`config.mk`:
```
export PLATFORM = sky130hd
export DESIGN_NAME = mem_bus_arbiter
export DESIGN_NICKNAME = d
export VERILOG_FILES = /design/src/rtl/mem_bus_arbiter.sv
export SDC_FILE = /design/constraint.sdc
export NUM_CORES = 1
export LEC_CHECK = 0
export CORE_UTILIZATION = 44
export CTS_BUF_LIST = sky130_fd_sc_hd__clkbuf_16
export DETAILED_ROUTE_END_ITERATION = 10
export GPL_ROUTABILITY_DRIVEN = 0
export GPL_TIMING_DRIVEN = 1
export PLACE_DENSITY = 0.93
export SYNTH_ARGS = -nofsm -noshare
export SYNTH_HDL_FRONTEND = slang
export SYNTH_SLANG_ARGS = --single-unit
```
`constraint.sdc`:
```
create_clock -name i_clk -period 5.9 [get_ports i_clk]
set_input_delay 0.59 -clock i_clk [delete_from_list [all_inputs] [get_ports i_clk]]
set_output_delay 0.59 -clock i_clk [all_outputs]
set_load 0.1 [all_outputs]
```
`src/rtl/mem_bus_arbiter.sv`:
```
`default_nettype none
// ============================================================================
// Module      : mem_bus_arbiter
// Description : Arbitrates N_PORTS load/store requesters onto one word-wide
//               memory bus. Handles byte-lane enables, store replication,
//               load alignment/extension and misalignment errors.
//               Optional macro ARB_ROUND_ROBIN_EN selects round-robin
//               arbitration; without it the lowest requesting index wins.
// Revision    : 1.0 - initial release
// ============================================================================
module mem_bus_arbiter #(
    parameter int N_PORTS = 2,
    parameter int XLEN    = 32
) (
    input  logic                    i_clk,
    input  logic                    i_rst,
    input  logic [N_PORTS-1:0]      i_req,
    input  logic [N_PORTS-1:0]      i_wen,
    input  logic [3*N_PORTS-1:0]    i_f3,
    input  logic [XLEN*N_PORTS-1:0] i_addr,
    input  logic [XLEN*N_PORTS-1:0] i_wdata,
    output logic [N_PORTS-1:0]      o_ready,
    output logic [N_PORTS-1:0]      o_err,
    output logic [XLEN*N_PORTS-1:0] o_rdata,
    output logic                    o_valid,
    output logic                    o_wr_en,
    output logic [XLEN-1:0]         o_addr,
    output logic [XLEN-1:0]         o_wr_data,
    output logic [3:0]              o_byte_en,
    input  logic                    i_ack,
    input  logic [XLEN-1:0]         i_rd_data
);

    localparam int IDXW = (N_PORTS > 1) ? $clog2(N_PORTS) : 1;

    typedef enum logic [1:0] {
        S_IDLE = 2'd0,
        S_BUSY = 2'd1,
        S_RESP = 2'd2
    } state_t;

    state_t                    r_state, w_state_nxt;
    logic [IDXW-1:0]           r_grant, w_grant_nxt;
    logic [2:0]                r_f3, w_f3_nxt;
    logic [1:0]                r_off, w_off_nxt;

    logic [N_PORTS-1:0]        w_ready_nxt, w_err_nxt;
    logic [XLEN*N_PORTS-1:0]   w_rdata_nxt;
    logic                      w_valid_nxt, w_wr_en_nxt;
    logic [XLEN-1:0]           w_addr_nxt, w_wr_data_nxt;
    logic [3:0]                w_byte_en_nxt;

    logic [IDXW-1:0]           w_win;
    logic [2:0]                w_win_f3;
    logic [XLEN-1:0]           w_win_addr, w_win_wdata;
    logic                      w_win_wen, w_win_bad;

    // Align the bus word down to the accessed lane and sign/zero-extend.
    function automatic logic [XLEN-1:0] load_fmt(input logic [XLEN-1:0] d,
                                                 input logic [2:0] f3,
                                                 input logic [1:0] off);
        logic [XLEN-1:0] s;
        s = d >> {off, 3'b000};
        case (f3[1:0])
            2'b00:   load_fmt = f3[2] ? {{(XLEN-8){1'b0}}, s[7:0]}
                                      : {{(XLEN-8){s[7]}}, s[7:0]};
            2'b01:   load_fmt = f3[2] ? {{(XLEN-16){1'b0}}, s[15:0]}
                                      : {{(XLEN-16){s[15]}}, s[15:0]};
            default: load_fmt = s;
        endcase
    endfunction

    // Replicate right-aligned store data so every lane carries it.
    function automatic logic [XLEN-1:0] store_fmt(input logic [XLEN-1:0] w,
                                                  input logic [1:0] sz);
        case (sz)
            2'b00:   store_fmt = {(XLEN/8){w[7:0]}};
            2'b01:   store_fmt = {(XLEN/16){w[15:0]}};
            default: store_fmt = w;
        endcase
    endfunction

    // Byte-lane mask for the access size and low address bits.
    function automatic logic [3:0] lane_mask(input logic [1:0] sz,
                                             input logic [1:0] a);
        case (sz)
            2'b00:   lane_mask = 4'b0001 << a;
            2'b01:   lane_mask = 4'b0011 << {a[1], 1'b0};
            default: lane_mask = 4'b1111;
        endcase
    endfunction

`ifdef ARB_ROUND_ROBIN_EN
    logic [IDXW-1:0] r_ptr, w_ptr_nxt;

    // Round-robin pick: first requester after the last granted index.
    always_comb begin
        logic found;
        int   idx;
        w_win = '0;
        found = 1'b0;
        for (int k = 1; k <= N_PORTS; k++) begin
            idx = (int'(r_ptr) + k) % N_PORTS;
            if (!found && i_req[idx]) begin
                w_win = IDXW'(idx);
                found = 1'b1;
            end
        end
    end

    // Pointer register; reset so that port 0 is favoured first.
    always_ff @(posedge i_clk or posedge i_rst) begin
        if (i_rst) r_ptr <= IDXW'(N_PORTS - 1);
        else       r_ptr <= w_ptr_nxt;
    end
`else
    // Fixed priority pick: lowest requesting index wins.
    always_comb begin
        w_win = '0;
        for (int k = N_PORTS - 1; k >= 0; k--) begin
            if (i_req[k]) w_win = IDXW'(k);
        end
    end
`endif

    // Fields of the winning request and its legality.
    always_comb begin
        w_win_wen   = i_wen[w_win];
        w_win_f3    = i_f3[w_win*3 +: 3];
        w_win_addr  = i_addr[w_win*XLEN +: XLEN];
        w_win_wdata = i_wdata[w_win*XLEN +: XLEN];
        w_win_bad   = (w_win_f3[1:0] == 2'b11) ||
                      ((w_win_f3[1:0] == 2'b01) && w_win_addr[0]) ||
                      ((w_win_f3[1:0] == 2'b10) && (w_win_addr[1:0] != 2'b00));
    end

    // Next-state and next-output logic; outputs hold unless changed.
    always_comb begin
        w_state_nxt   = r_state;
        w_grant_nxt   = r_grant;
        w_f3_nxt      = r_f3;
        w_off_nxt     = r_off;
        w_ready_nxt   = '0;
        w_err_nxt     = o_err;
        w_rdata_nxt   = o_rdata;
        w_valid_nxt   = o_valid;
        w_wr_en_nxt   = o_wr_en;
        w_addr_nxt    = o_addr;
        w_wr_data_nxt = o_wr_data;
        w_byte_en_nxt = o_byte_en;
`ifdef ARB_ROUND_ROBIN_EN
        w_ptr_nxt     = r_ptr;
`endif
        case (r_state)
            S_IDLE: begin
                if (|i_req) begin
                    w_grant_nxt = w_win;
                    w_f3_nxt    = w_win_f3;
                    w_off_nxt   = w_win_addr[1:0];
`ifdef ARB_ROUND_ROBIN_EN
                    w_ptr_nxt   = w_win;
`endif
                    if (w_win_bad) begin
                        // Illegal access completes without touching the bus.
                        w_state_nxt                     = S_RESP;
                        w_ready_nxt[w_win]              = 1'b1;
                        w_err_nxt[w_win]                = 1'b1;
                        w_rdata_nxt[w_win*XLEN +: XLEN] = '0;
                    end else begin
                        w_state_nxt   = S_BUSY;
                        w_valid_nxt   = 1'b1;
                        w_wr_en_nxt   = w_win_wen;
                        w_addr_nxt    = {w_win_addr[XLEN-1:2], 2'b00};
                        w_wr_data_nxt = store_fmt(w_win_wdata, w_win_f3[1:0]);
                        w_byte_en_nxt = lane_mask(w_win_f3[1:0], w_win_addr[1:0]);
                    end
                end
            end
            S_BUSY: begin
                if (i_ack) begin
                    w_state_nxt                       = S_RESP;
                    w_valid_nxt                       = 1'b0;
                    w_wr_en_nxt                       = 1'b0;
                    w_ready_nxt[r_grant]              = 1'b1;
                    w_err_nxt[r_grant]                = 1'b0;
                    w_rdata_nxt[r_grant*XLEN +: XLEN] = load_fmt(i_rd_data, r_f3, r_off);
                end
            end
            S_RESP: begin
                w_state_nxt = S_IDLE;
            end
            default: begin
                w_state_nxt = S_IDLE;
                w_valid_nxt = 1'b0;
                w_wr_en_nxt = 1'b0;
            end
        endcase
    end

    // State and registered outputs; reset abandons any bus transaction.
    always_ff @(posedge i_clk or posedge i_rst) begin
        if (i_rst) begin
            r_state   <= S_IDLE;
            r_grant   <= '0;
            r_f3      <= '0;
            r_off     <= '0;
            o_ready   <= '0;
            o_err     <= '0;
            o_rdata   <= '0;
            o_valid   <= 1'b0;
            o_wr_en   <= 1'b0;
            o_addr    <= '0;
            o_wr_data <= '0;
            o_byte_en <= '0;
        end else begin
            r_state   <= w_state_nxt;
            r_grant   <= w_grant_nxt;
            r_f3      <= w_f3_nxt;
            r_off     <= w_off_nxt;
            o_ready   <= w_ready_nxt;
            o_err     <= w_err_nxt;
            o_rdata   <= w_rdata_nxt;
            o_valid   <= w_valid_nxt;
            o_wr_en   <= w_wr_en_nxt;
            o_addr    <= w_addr_nxt;
            o_wr_data <= w_wr_data_nxt;
            o_byte_en <= w_byte_en_nxt;
        end
    end

endmodule
`default_nettype wire

```
== After elaboration in Yosys (flattened, before gate mapping) ==
Cells that the tools add are included.

* Add/sub/neg operators: 2
* Multiply operators: 1
* Divide/modulo/power cells: 0
* Order comparisons: 4
* Equality and inequality tests: 10
* Shifts and indexed selects: 10
* Multiplexer cells: 40
* Bitwise logic cells: 5
* Reduce and logical (&&, ||, !) cells: 17

{| class="wikitable"
|+ Operator list
! cell !! number
|-
| $mux 64 || 3
|-
| $bwmux 64 || 2
|-
| $mux 32 || 4
|-
| $pmux 32 s2 || 2
|-
| $pmux 64 s2 || 1
|-
| $shift 32x34->64 const A || 2
|-
| $shiftx 64x7->32 || 2
|-
| $neg 6->34 || 2
|-
| $shiftx 32x34->64 || 1
|-
| $shiftx 32x34->64 const A || 1
|-
| $shr 32x5->32 || 1
|-
| $mux 2 || 9
|-
| $pmux 2 s2 || 3
|-
| $mux 1 || 11
|-
| $ne 2x2->1 const B || 4
|-
| $pmux 4 s2 || 1
|-
| $reduce_and 4->1 || 2
|-
| $eq 2x1->1 const B || 3
|-
| $eq 2x2->1 const B || 3
|-
| $logic_not 2->1 || 3
|-
| $pmux 1 s3 || 2
|-
| $shiftx 6x4->3 || 1
|-
| $logic_and 1x1->1 || 4
|-
| $lt 1x2->1 const B || 2
|-
| other kinds (14) || 20
|}

* Register bits: 144
* Bits in latches: 0
* RAM bits: 0
* Memory bits (read-only): 0
* Bits of input ports: 173
* Logic and storage cells: 101
* Memories kept: 0

== Longest topological paths before layout ==
Gate-level depths: netlist (run 1).

* Word-level depth: 11
* Gate-level depth with buffers: 8
* Mapped depth without buffers: 6

== Worst setup path after synthesis (run 1) ==
OpenSTA, ideal clock, no wires.

* Path type: input to register
* Start: input i_f3[3]
* End: register o_addr[10]
* Setup time: 125 ps
* Data arrival time: 2,062 ps
* Data required time: 5,775 ps
* Slack: 3,712 ps
* Stages on the path: 7
* Path through: or4b_1 o31ai_2 buf_6 o21ai_2 buf_6 buf_6 mux2_4

* Cells in the longest elaborated chain, start to end: 7

{| class="wikitable"
|+ Ends and longest elaborated chain
! item !! RTL line !! RTL
|-
| start, declared || 19 || <nowiki>input logic [3*N_PORTS-1:0] i_f3,</nowiki>
|-
| $shiftx 6x4->3 * || 129 || <nowiki>w_win_f3 = i_f3[w_win*3 +: 3];</nowiki>
|-
| $eq 2x1->1 || 133 || <nowiki>((w_win_f3[1:0] == 2'b01) && w_win_addr[0]) ||</nowiki>
|-
| $logic_and 1x1->1 || 133 ||
|-
| $logic_or 1x1->1 || 132 || <nowiki>w_win_bad = (w_win_f3[1:0] == 2'b11) ||</nowiki>
|-
| $logic_or 1x1->1 * || 133 ||
|-
| $not 1->1 (no line) * || -- ||
|-
| $reduce_and 3->1 (no line) * || -- ||
|-
| end signal, assigned || 225 || <nowiki>o_addr <= w_addr_nxt;</nowiki>
|-
| end, declared || 27 || <nowiki>output logic [XLEN-1:0] o_addr,</nowiki>
|}

Every way passes the cells marked *; elsewhere a longest branch is shown, timed or not.
A chain may end at the register's enable or synchronous reset.

== Final worst setup path (run 1) ==
* Start: input i_req[1]
* End: register o_rdata[61]

* Cells in the longest elaborated chain, start to end: 10

{| class="wikitable"
|+ Ends and longest elaborated chain
! item !! RTL line !! RTL
|-
| start, declared || 17 || <nowiki>input logic [N_PORTS-1:0] i_req,</nowiki>
|-
| $mux 1 (2 in series) || 121 || <nowiki>if (i_req[k]) w_win = IDXW'(k);</nowiki>
|-
| $mul 1x2->3 || 129 ||
|-
| $shiftx 6x4->3 || 129 ||
|-
| $eq 2x1->1 || 133 ||
|-
| $logic_and 1x1->1 || 133 ||
|-
| $logic_or 1x1->1 || 132 ||
|-
| $logic_or 1x1->1 || 133 ||
|-
| $ne 2x2->1 (no line) || -- ||
|-
| $reduce_and 4->1 (no line) || -- ||
|-
| end signal, assigned || 222 || <nowiki>o_rdata <= w_rdata_nxt;</nowiki>
|-
| end, declared || 24 || <nowiki>output logic [XLEN*N_PORTS-1:0] o_rdata,</nowiki>
|}

Parallel ways exist; a longest one is shown, timed or not. The select of a mux whose other input is x is not followed.

==> metrics.md, run 1 <==
| Metric | Value |
|---|---|
| Status | finished, final reports clean |
| Reg clk slew, reported paths | 60 ps |
| Synth warn | 0 |
| DRT iter0 DRCs | around 460 |
| Post_cts resized | 0 |
| Final worst path period share | between 50% and 60% |
| DR pass1 iterations | 5 |
| Synth Flop Type | dfrtp_1 |
| Layout Cells excl Fill | ~1.2k |
| CP startpoint | i_req[1] |
| Yosys reg bits | 144 |
| Clock latency on the worst-skew pair | 420 ps |
| Number of top-level pins | slightly above 300 |
| CTS Buf Count | 17 |
| RSZ-0062 raised after global routing | false |
| Hold Fails Final Rpt | 0 |
| Setup bufs post-CTS | 0 |
| Post-layout min period | around 3200 ps |
| Area contributors post-synth | dfrtp_1 48%, mux2_4 9.6%, nand2_1 6.8% |
| Max-slew headroom at the worst pin | between 20 and 25% |
| Post-Syn Area | between 7000 and 8000 µm² |
| Number of diodes | 0 |
| Crit start category | primary input |
| WP data arrival | about 3500 ps |
| NumNets Final | roughly 1.2k |
| Routed len/inst | 19.7 µm |
| Placed Area | 10700 µm² |
| Clk sink count | about 140 |
| CTS H-tree lvls | 4 |
| Skew final | 9.72 ps |
| Core area | around 17000 µm² |
| Register area share after synthesis | a little under 50% |
| Main combinational cell family by area after synthesis | multiplexers |
| Crit path buf inv count | 2 |
| Slew @ Worst Pin | roughly 1100 ps |
| Die Footprint | around 18000 µm² |
| Hold_buf cts | 0 |
| Post-synth top cells | 144 x dfrtp_1, 135 x nand2_1, 49 x nor2_1, 48 x mux2_4, 32 x mux2_2 |
| Cell taking the most area after synthesis | dfrtp_1 |
| WP data required | slightly above 6000 ps |
| Crit-path slowest cell | nand3_2 |
| Dpl hpwl | around 18000 µm |
| Critical path's top delay family | compound AO/OA/AOI/OAI gates |
| Design area | 11300 µm² |
| Synth Area in XOR/XNOR | 0.117% |
| Count leader, synth | dfrtp_1 |
| Root Driver | clkbuf_16 |
| Reg2reg start | r_state[0]$_DFFE_PP0P_ |
| Delay of the slowest critical-path stage | ~650 ps |
| Post-synth cell types | 48 |
| Die height | around 130 µm |
| Crit-path max FO | 33 |
| Post-synthesis average cell area | about 11 µm² |
| TritonCTS clock tree | yes |
| Post-synthesis mux area share | a little under a fifth |
| Routed via count | approximately 6.7k |
| Largest net degree at the start of global routing | between 80 and 90 |
| Antenna Nets Post-Route | 0 |
| CTS Buffer Depth | 2 |
| Setup crit end kind | flop |
| Number of endpoints failing setup at the final stage | 0 |
| Horiz. Die Dim | around 130 µm |
| Setup TNS | 0 ps |
| Fmax | approximately 310 MHz |
| CP Cell Sequence | clkdlybuf4s50_1 > nor2b_4 > o31ai_2 > buf_4 > a2111oi_4 > nand3_2 > a221o_1 |
| Placed instance count | roughly 1.2k |
| Slew Limit Fails | 0 |
| Post-route DRC violation count | 0 |
| Top-area cell type share of the netlist area | roughly half |
| Gr ovfl total | 0 |
| Simple-gate portion of the synthesized area | about an eighth |
| Cells after Synth | about 700 |
| Adder-cell area share of the yosys netlist | 0% |
| Synth Area in Compound Gates | approximately 16% |
| PortBufs | just over 300 |
| Hold Startpoint | o_valid$_DFFE_PP0P_ |
| Fillcell total | approximately 1.2k |
| CP Class | in2reg |
| Total track usage | 27.7% |
| Initial antenna violation count | 0 |
| Area grow syn2layout | 50.1% |
| Layout cells sized above 1 | about an eighth |
| HP Class | reg2reg |
| Maxcap violations | 0 |
| Vias in the first global route | approximately 6.9k |
| Vias per inst | ~5.5 |
| First-pass GRT wire length | about 38000 µm |
| FFs w/ async S/R, synth | 100% |
| Row count | 47 |
| Post-synth EDFFs | 0 |
| Initial Utilization | a little under half |
| Final WL | 23900 µm |
-- tightest hold or removal path: stages, from the launching register on --
cell	delay [ps]
dfrtp_1	350
nand2_1	50
nand2_1	50
-- area by class of cell --
| class | count | area [µm²] | area share [%] |
|---|---|---|---|
| Sequential cell | 144 | 3600 | 32.0 |
| Multi-Input combinational cell | 497 | 3600 | 31.9 |
| Timing Repair Buffer | 316 | 3160 | 28.0 |
| Clock buffer | 17 | 425 | 3.78 |
| Tap cell | 220 | 275 | 2.44 |
| Clock inverter | 13 | 171 | 1.52 |
| Inverter | 8 | 35.0 | 0.311 |
-- worst paths after layout --
path / slack, ps / cells past startpoint / to
hold reg to reg: 490 / 2 / o_valid$_DFFE_PP0P_
setup reg to reg: 3000 / 6 / o_rdata[9]$_DFFE_PP0P_
min in group asynchronous: 690 / 2 / o_ready[0]$_DFF_PP0_
max in group asynchronous: 3880 / 3 / o_rdata[63]$_DFFE_PP0P_
hold / removal: 490 / 2 / o_valid$_DFFE_PP0P_
setup / recovery: 2710 / 7 / o_rdata[61]$_DFFE_PP0P_
-- per-layer routing --
| metal | up-vias | routed length [µm] | GRT usage [%] |
|---|---|---|---|
| met2 | 267 | 11900 | 45.9 |
| met3 | 60 | 1480 | 6.93 |
| met1 | 3294 | 9680 | 34.0 |
| met5 | - | 0 | 0 |
| li1 | 3066 | - | - |
| met4 | 0 | 850 | 12.5 |
-- through the flow --
| stage | util (%) | worst slack [ps] | hold slack [ps] |
|---|---|---|---|
| finish | 67.7 | 2710 | 488 |
| global route | 67.7 | 2520 | 497 |
| CTS | 67.7 | 2720 | 487 |
| detailed placement | 64.1 | 2290 | 472 |
| global placement | 64.1 | 2400 | 465 |
| floorplan | - | 1440 | 571 |
-- layout by cell type (no fill, tap or decap), types with 2 or more instances in the layout --
cell,count
nor3_1,3
clkinvlp_4,2
a211oi_1,14
a22o_1,9
inv_1,6
clkinv_2,4
a31oi_1,18
nand2_1,135
nand2b_1,5
clkdlybuf4s50_1,308
dfrtp_1,144
clkbuf_16,17
o21ai_0,25
nand3_2,2
a221o_1,8
buf_4,7
mux2_4,48
nor2_1,49
clkinv_1,2
nor2b_1,9
nand3b_1,2
and3_1,9
conb_1,2
bufinv_16,4
mux2_2,32
a21oi_1,19
o21a_1,6
o2bb2ai_1,31
a32o_1,2
o211ai_1,19
mux2i_1,31
-- flip-flops by register name, summed over array words and instances (netlist names) --
signal	cells
o_rdata	64
o_wr_data	32
o_addr	30
o_byte_en	4
r_f3	3
o_err	2
o_ready	2
r_off	2
r_state	2
o_valid	1
o_wr_en	1
r_grant	1
-- cells by family after synthesis --
group	after synthesis
DFF	144
other	1
xor gates and xnor gates	1
muxes	113
AOI/OAI and AO/OA	160
buffers and inverters	61
and+or+nand+nor	221
Power of run 1 is left out: the tool's default activity adds up to more than one toggle a clock period on the data nets, which glitch-free logic cannot reach.
==> run 2: changes to the inputs <==
CORE_UTILIZATION = 39   (was 44)
PLACE_DENSITY = 0.88   (was 0.93)
clock period = 2.85 ns   (was 5.9 ns; I/O delays follow)
==> metrics.md, run 2 (same netlist as run 1, synthesis figures left out) <==
| Metric | Value |
|---|---|
| Gr ovfl total | 0 (unchanged) |
| HP Class | in2async |
| Top flop regs | o_rdata: 64 flops, o_wr_data: 32 flops, o_addr: 30 flops |
| CTS Buf Count | 17 (unchanged) |
| Fillcell total | 1528 (+26%) |
| Status | finished, final reports clean |
| Root Driver | clkbuf_16 |
| M1 GR Usage | 32.4% (-1.6 points) |
| CP Cell Sequence | mux2i_1 > o21a_1 > o41ai_4 > and2_0 > a221o_1 |
| CTS Buffer Depth | 2 (unchanged) |
| Setup TNS | 0 ps (unchanged) |
| Clock latency on the worst-skew pair | 410 ps (about the same) |
| Commonest non-fill, non-tap cell in the layout | clkdlybuf4s50_1 |
| Post_cts resized | 0 (unchanged) |
| Max reg flops | 64 (unchanged) |
| Die height | 141 µm (+6.1%) |
| Slew Limit Fails | 0 (unchanged) |
| Routed len/inst | 19.2 µm (-2.7%) |
| PortBufs | 308 (unchanged) |
| Row count | 50 (+6.4%) |
| TritonCTS clock tree | yes |
| Critical path's top delay family | compound AO/OA/AOI/OAI gates |
| Skew final | 8.20 ps (-1.53 ps) |
| Routed via count | 6725 (+0.57%) |
| CTS H-tree lvls | 4 (unchanged) |
| Reg clk slew, reported paths | 60 ps (about the same) |
| Crit start category | flop |
| First-pass GRT wire length | 36800 µm (-2.1%) |
| Hold_ws | 431 ps (-56.4 ps) |
| Most frequent cells in the layout | 172 x clkdlybuf4s50_1, 157 x buf_4, 144 x dfrtp_1 |
| Vias per inst | 5.39 (-2.1%) |
| WP data required | 3190 ps (-3010 ps) |
| Number of endpoints failing setup at the final stage | 0 (unchanged) |
| Number of diodes | 0 (unchanged) |
| Initial Utilization | 40.0% (-5.1 points) |
| Layout cells sized above 1 | 27.5% (+15 points) |
| Met2 Use GR | 38.6% (-7.3 points) |
| Slew @ Worst Pin | 853 ps (-295 ps) |
| Die Footprint | 19800 µm² (+13%) |
| DRT iter0 DRCs | 449 (-2.2%) |
| Setup bufs post-CTS | 0 (unchanged) |
| Post-route DRC violation count | 0 (unchanged) |
| DR pass1 iterations | 5 (unchanged) |
| Max-slew headroom at the worst pin | 42.9% (+20 points) |
| Crit-path max FO | 17 (-48%) |
| Placed Area | 10500 µm² (-1.5%) |
| Hold Fails Final Rpt | 0 (unchanged) |
| Area grow syn2layout | 48.3% |
| RSZ-0062 raised after global routing | false |
| Total track usage | 24.3% (-3.4 points) |
| Initial antenna violation count | 0 (unchanged) |
| Core area | 18800 µm² (+13%) |
| CP Class | reg2reg |
| Setup crit end kind | flop |
| GRT Max-Usage Layer | met2 |
| Vias in the first global route | 6565 (-5.3%) |
| Crit-path slowest cell | o41ai_4 |
| Grt met3 use | 4.59% (-2.3 points) |
| Horiz. Die Dim | 141 µm (+6.1%) |
| Delay of the slowest critical-path stage | 700 ps (+50 ps) |
| Final WL | 23900 µm (about the same) |
| Dpl hpwl | 17800 µm (+1.8%) |
| NumNets Final | 1174 (+1.5%) |
| Maxcap violations | 0 (unchanged) |
| Antenna Nets Post-Route | 0 (unchanged) |
| Design area | 11100 µm² (-1.2%) |
| Fmax | between 400 and 500 MHz |
| Final worst path period share | around 80% |
| Largest Register | o_rdata |
| Largest net degree at the start of global routing | 145 (+79%) |
| Crit path buf inv count | 0 (-2) |
| WP data arrival | 2630 ps (-860 ps) |
| Number of top-level pins | 311 (unchanged) |
| Post-layout min period | 2290 ps |
| Hold_buf cts | 0 (unchanged) |
| Clk sink count | 144 (unchanged) |
## run 2: area by class of cell
| class | instances | area [µm²] | area share, % |
|---|---|---|---|
| inverters | 8 | 33.8 | 0.304 |
| well taps | 234 | 293 | 2.63 |
| clock inverters | 15 | 199 | 1.79 |
| repair buffers | 333 | 2980 | 26.8 |
| multi-input cells | 497 | 3600 | 32.3 |
| flip-flops and latches | 144 | 3600 | 32.4 |
| clock buffers | 17 | 425 | 3.82 |
## run 2: tightest hold or removal path: stages
cell             delay, ps
clkdlybuf4s50_1        440
clkinvlp_4              90
buf_12                 520
## run 2: final timing paths
kind                                          start                       end  slack, ps  cells after the start
min in group i_clk                          i_f3[5]       r_f3[2]$_DFFE_PP0P_        450                      3
hold / removal                                i_rst     o_addr[8]$_DFFE_PP0P_        430                      3
setup / recovery               r_off[1]$_DFFE_PP0P_   o_rdata[60]$_DFFE_PP0P_        560                      5
setup reg to reg               r_off[1]$_DFFE_PP0P_   o_rdata[60]$_DFFE_PP0P_        560                      5
hold reg to reg            o_byte_en[0]$_DFFE_PP0P_  o_byte_en[0]$_DFFE_PP0P_        470                      2
max in group asynchronous                     i_rst     o_addr[9]$_DFFE_PP0P_       1800                      3
## run 2: per-layer routing
layer	wire length, µm	vias up
li1	-	3100
met3	1390	50
met2	11600	285
met1	10200	3290
met4	759	0
met5	0	-
## run 2: stage by stage
step	worst slack, ps	cells	utilization [%]
after detailed placement	219	1216	56.0
after global placement	298	1216	56.0
after global routing	449	1248	59.3
final	564	1248	59.3
after floorplan	760	702	-
after CTS	573	1248	59.3
Power of run 2 is left out for the same reason.
==> run 3: changes to the inputs <==
CORE_UTILIZATION = 44   (was 39)
PLACE_DENSITY = 0.93   (was 0.88)
clock period = 2.2 ns   (was 2.85 ns; I/O delays follow)
==> metrics.md, run 3 (same netlist as run 1, synthesis figures left out) <==
| Metric | Value |
|---|---|
| Worst reg-to-reg setup slack | 170 ps (-390 ps) |
| Post-route DRC violation count | 0 (unchanged) |
| Setup crit end kind | flop |
| Met3 routed WL | 1670 µm (+20%) |
| CTS Buf Count | 17 (unchanged) |
| DR WL met2 | 11800 µm (+1.7%) |
| Vias in the first global route | 7113 (+8.3%) |
| Die height | 133 µm (-5.8%) |
| Fillcell total | 1213 (-21%) |
| Worst Reg-to-Reg Cells | 5 (unchanged) |
| Root Driver | clkbuf_16 |
| Skew final | 7.90 ps (-0.292 ps) |
| Max-slew headroom at the worst pin | 58.7% (+16 points) |
| Routed metal-1 wirelength | 9840 µm (-3.3%) |
| Initial Utilization | 45.1% (+5.1 points) |
| Number of top-level pins | 311 (unchanged) |
| Commonest non-fill, non-tap cell in the layout | buf_4 |
| Post-layout min period | 2050 ps |
| TritonCTS clock tree | yes |
| Total track usage | 28.0% (+3.7 points) |
| Final worst path period share | a little over 90% |
| Crit start category | primary input |
| Max layer used | met4 |
| Clk sink count | 144 (unchanged) |
| First-pass GRT wire length | 38100 µm (+3.3%) |
| Crit-path slowest cell | clkdlybuf4s50_1 |
| Dpl hpwl | 18300 µm (+2.9%) |
| Placed Area | 10800 µm² (+3.2%) |
| Largest Register | o_rdata |
| Design area | 11400 µm² (+2.6%) |
| Layout Utilization | 68.6% (+9.3 points) |
| Crit-path max FO | 25 (+8) |
| RSZ-0062 raised after global routing | false |
| Most used cell, CP | buf_4 |
| HP Class | in2async |
| Routed len/inst | 19.0 µm (-1.2%) |
| Max reg flops | 64 (unchanged) |
| Horiz. Die Dim | 133 µm (-5.8%) |
| WP data required | 2480 ps (-710 ps) |
| Post_cts resized | 0 (unchanged) |
| CP Class | in2reg |
| Fmax | 488 MHz |
| Core area | 16600 µm² (-11%) |
| Setup bufs post-CTS | 0 (unchanged) |
| Die Footprint | 17600 µm² (-11%) |
| Routed via count | 7001 (+4.1%) |
| Top flop regs | o_rdata: 64 flops, o_wr_data: 32 flops, o_addr: 30 flops |
| NumNets Final | 1216 (+3.6%) |
| WP data arrival | 2330 ps (-300 ps) |
| Number of diodes | 0 (unchanged) |
| Row count | 47 (-6.0%) |
| Reg clk slew, reported paths | 60 ps (about the same) |
| Status | finished, final reports clean |
| Most frequent cells in the layout | 196 x buf_4, 172 x clkdlybuf4s50_1, 144 x dfrtp_1 |
| Gr ovfl total | 0 (unchanged) |
| Area grow syn2layout | 52.2% |
| Antenna Nets Post-Route | 0 (unchanged) |
| CP Cell Sequence | clkdlybuf4s50_1 > nor2b_4 > mux2_2 > a21oi_4 > buf_4 > o21a_1 > buf_4 > o21ai_0 |
| Layout cells sized above 1 | 30.8% (+3.3 points) |
| Initial antenna violation count | 0 (unchanged) |
| FF+latch area | 3600 µm² (unchanged) |
| Slew @ Worst Pin | 617 ps (-236 ps) |
| Clock latency on the worst-skew pair | 420 ps (about the same) |
| PortBufs | 308 (unchanged) |
| Number of endpoints failing setup at the final stage | 0 (unchanged) |
| CTS Buffer Depth | 2 (unchanged) |
| Largest net degree at the start of global routing | 48 (-67%) |
| Delay of the slowest critical-path stage | 510 ps (-190 ps) |
| Maxcap violations | 0 (unchanged) |
| Final WL | 24200 µm (+0.97%) |
| Hold_buf cts | 0 (unchanged) |
| Multi-input gate area | 3600 µm² (unchanged) |
| Hold Fails Final Rpt | 0 (unchanged) |
| Vias per inst | 5.49 (+1.9%) |
| Setup TNS | 0 ps (unchanged) |
| Slew Limit Fails | 0 (unchanged) |
| CTS H-tree lvls | 4 (unchanged) |
| DR pass1 iterations | 5 (unchanged) |
| DRT iter0 DRCs | 536 (+19%) |
run 3: stage by stage:
step / instances / setup WS [ps] / hold slack, ps
3_3_place_gp: 1244 / -168 / 460
3_5_place_dp: 1244 / -262 / 465
5_1_grt: 1275 / 29.8 / 257
4_1_cts: 1275 / 175 / 231
6_report: 1275 / 150 / 226
2_1_floorplan: 702 / 175 / 306
run 3: final timing paths:
| path | from | end |
|---|---|---|
| setup reg to reg | r_f3[1]$_DFFE_PP0P_ | o_rdata[58]$_DFFE_PP0P_ |
| max in group asynchronous | i_rst | o_rdata[55]$_DFFE_PP0P_ |
| setup / recovery | i_req[0] | o_rdata[2]$_DFFE_PP0P_ |
| hold reg to reg | o_byte_en[0]$_DFFE_PP0P_ | o_byte_en[0]$_DFFE_PP0P_ |
| hold / removal | i_rst | o_wr_data[21]$_DFFE_PP0P_ |
| min in group i_clk | i_f3[5] | r_f3[2]$_DFFE_PP0P_ |
run 3: layout make-up:
type | count | share of cell area [%]
Sequential cell | 144 | 31.6
Clock inverter | 14 | 1.33
Timing Repair Buffer | 375 | 29.2
Inverter | 8 | 0.296
Clock buffer | 17 | 3.73
Multi-Input combinational cell | 497 | 31.5
Tap cell | 220 | 2.41
run 3: critical path: cells and delay by family:
kind	cells	cell delay, ps
compound gates	3	540
mux	1	390
simple gates	1	210
buf+inv	3	970
run 3: layer usage:
layer	up-vias	global-route usage [%]
li1	3188	-
met1	3418	35.2
met2	333	45.7
met3	62	7.16
met4	0	11.8
met5	-	0
Power of run 3 is left out for the same reason.
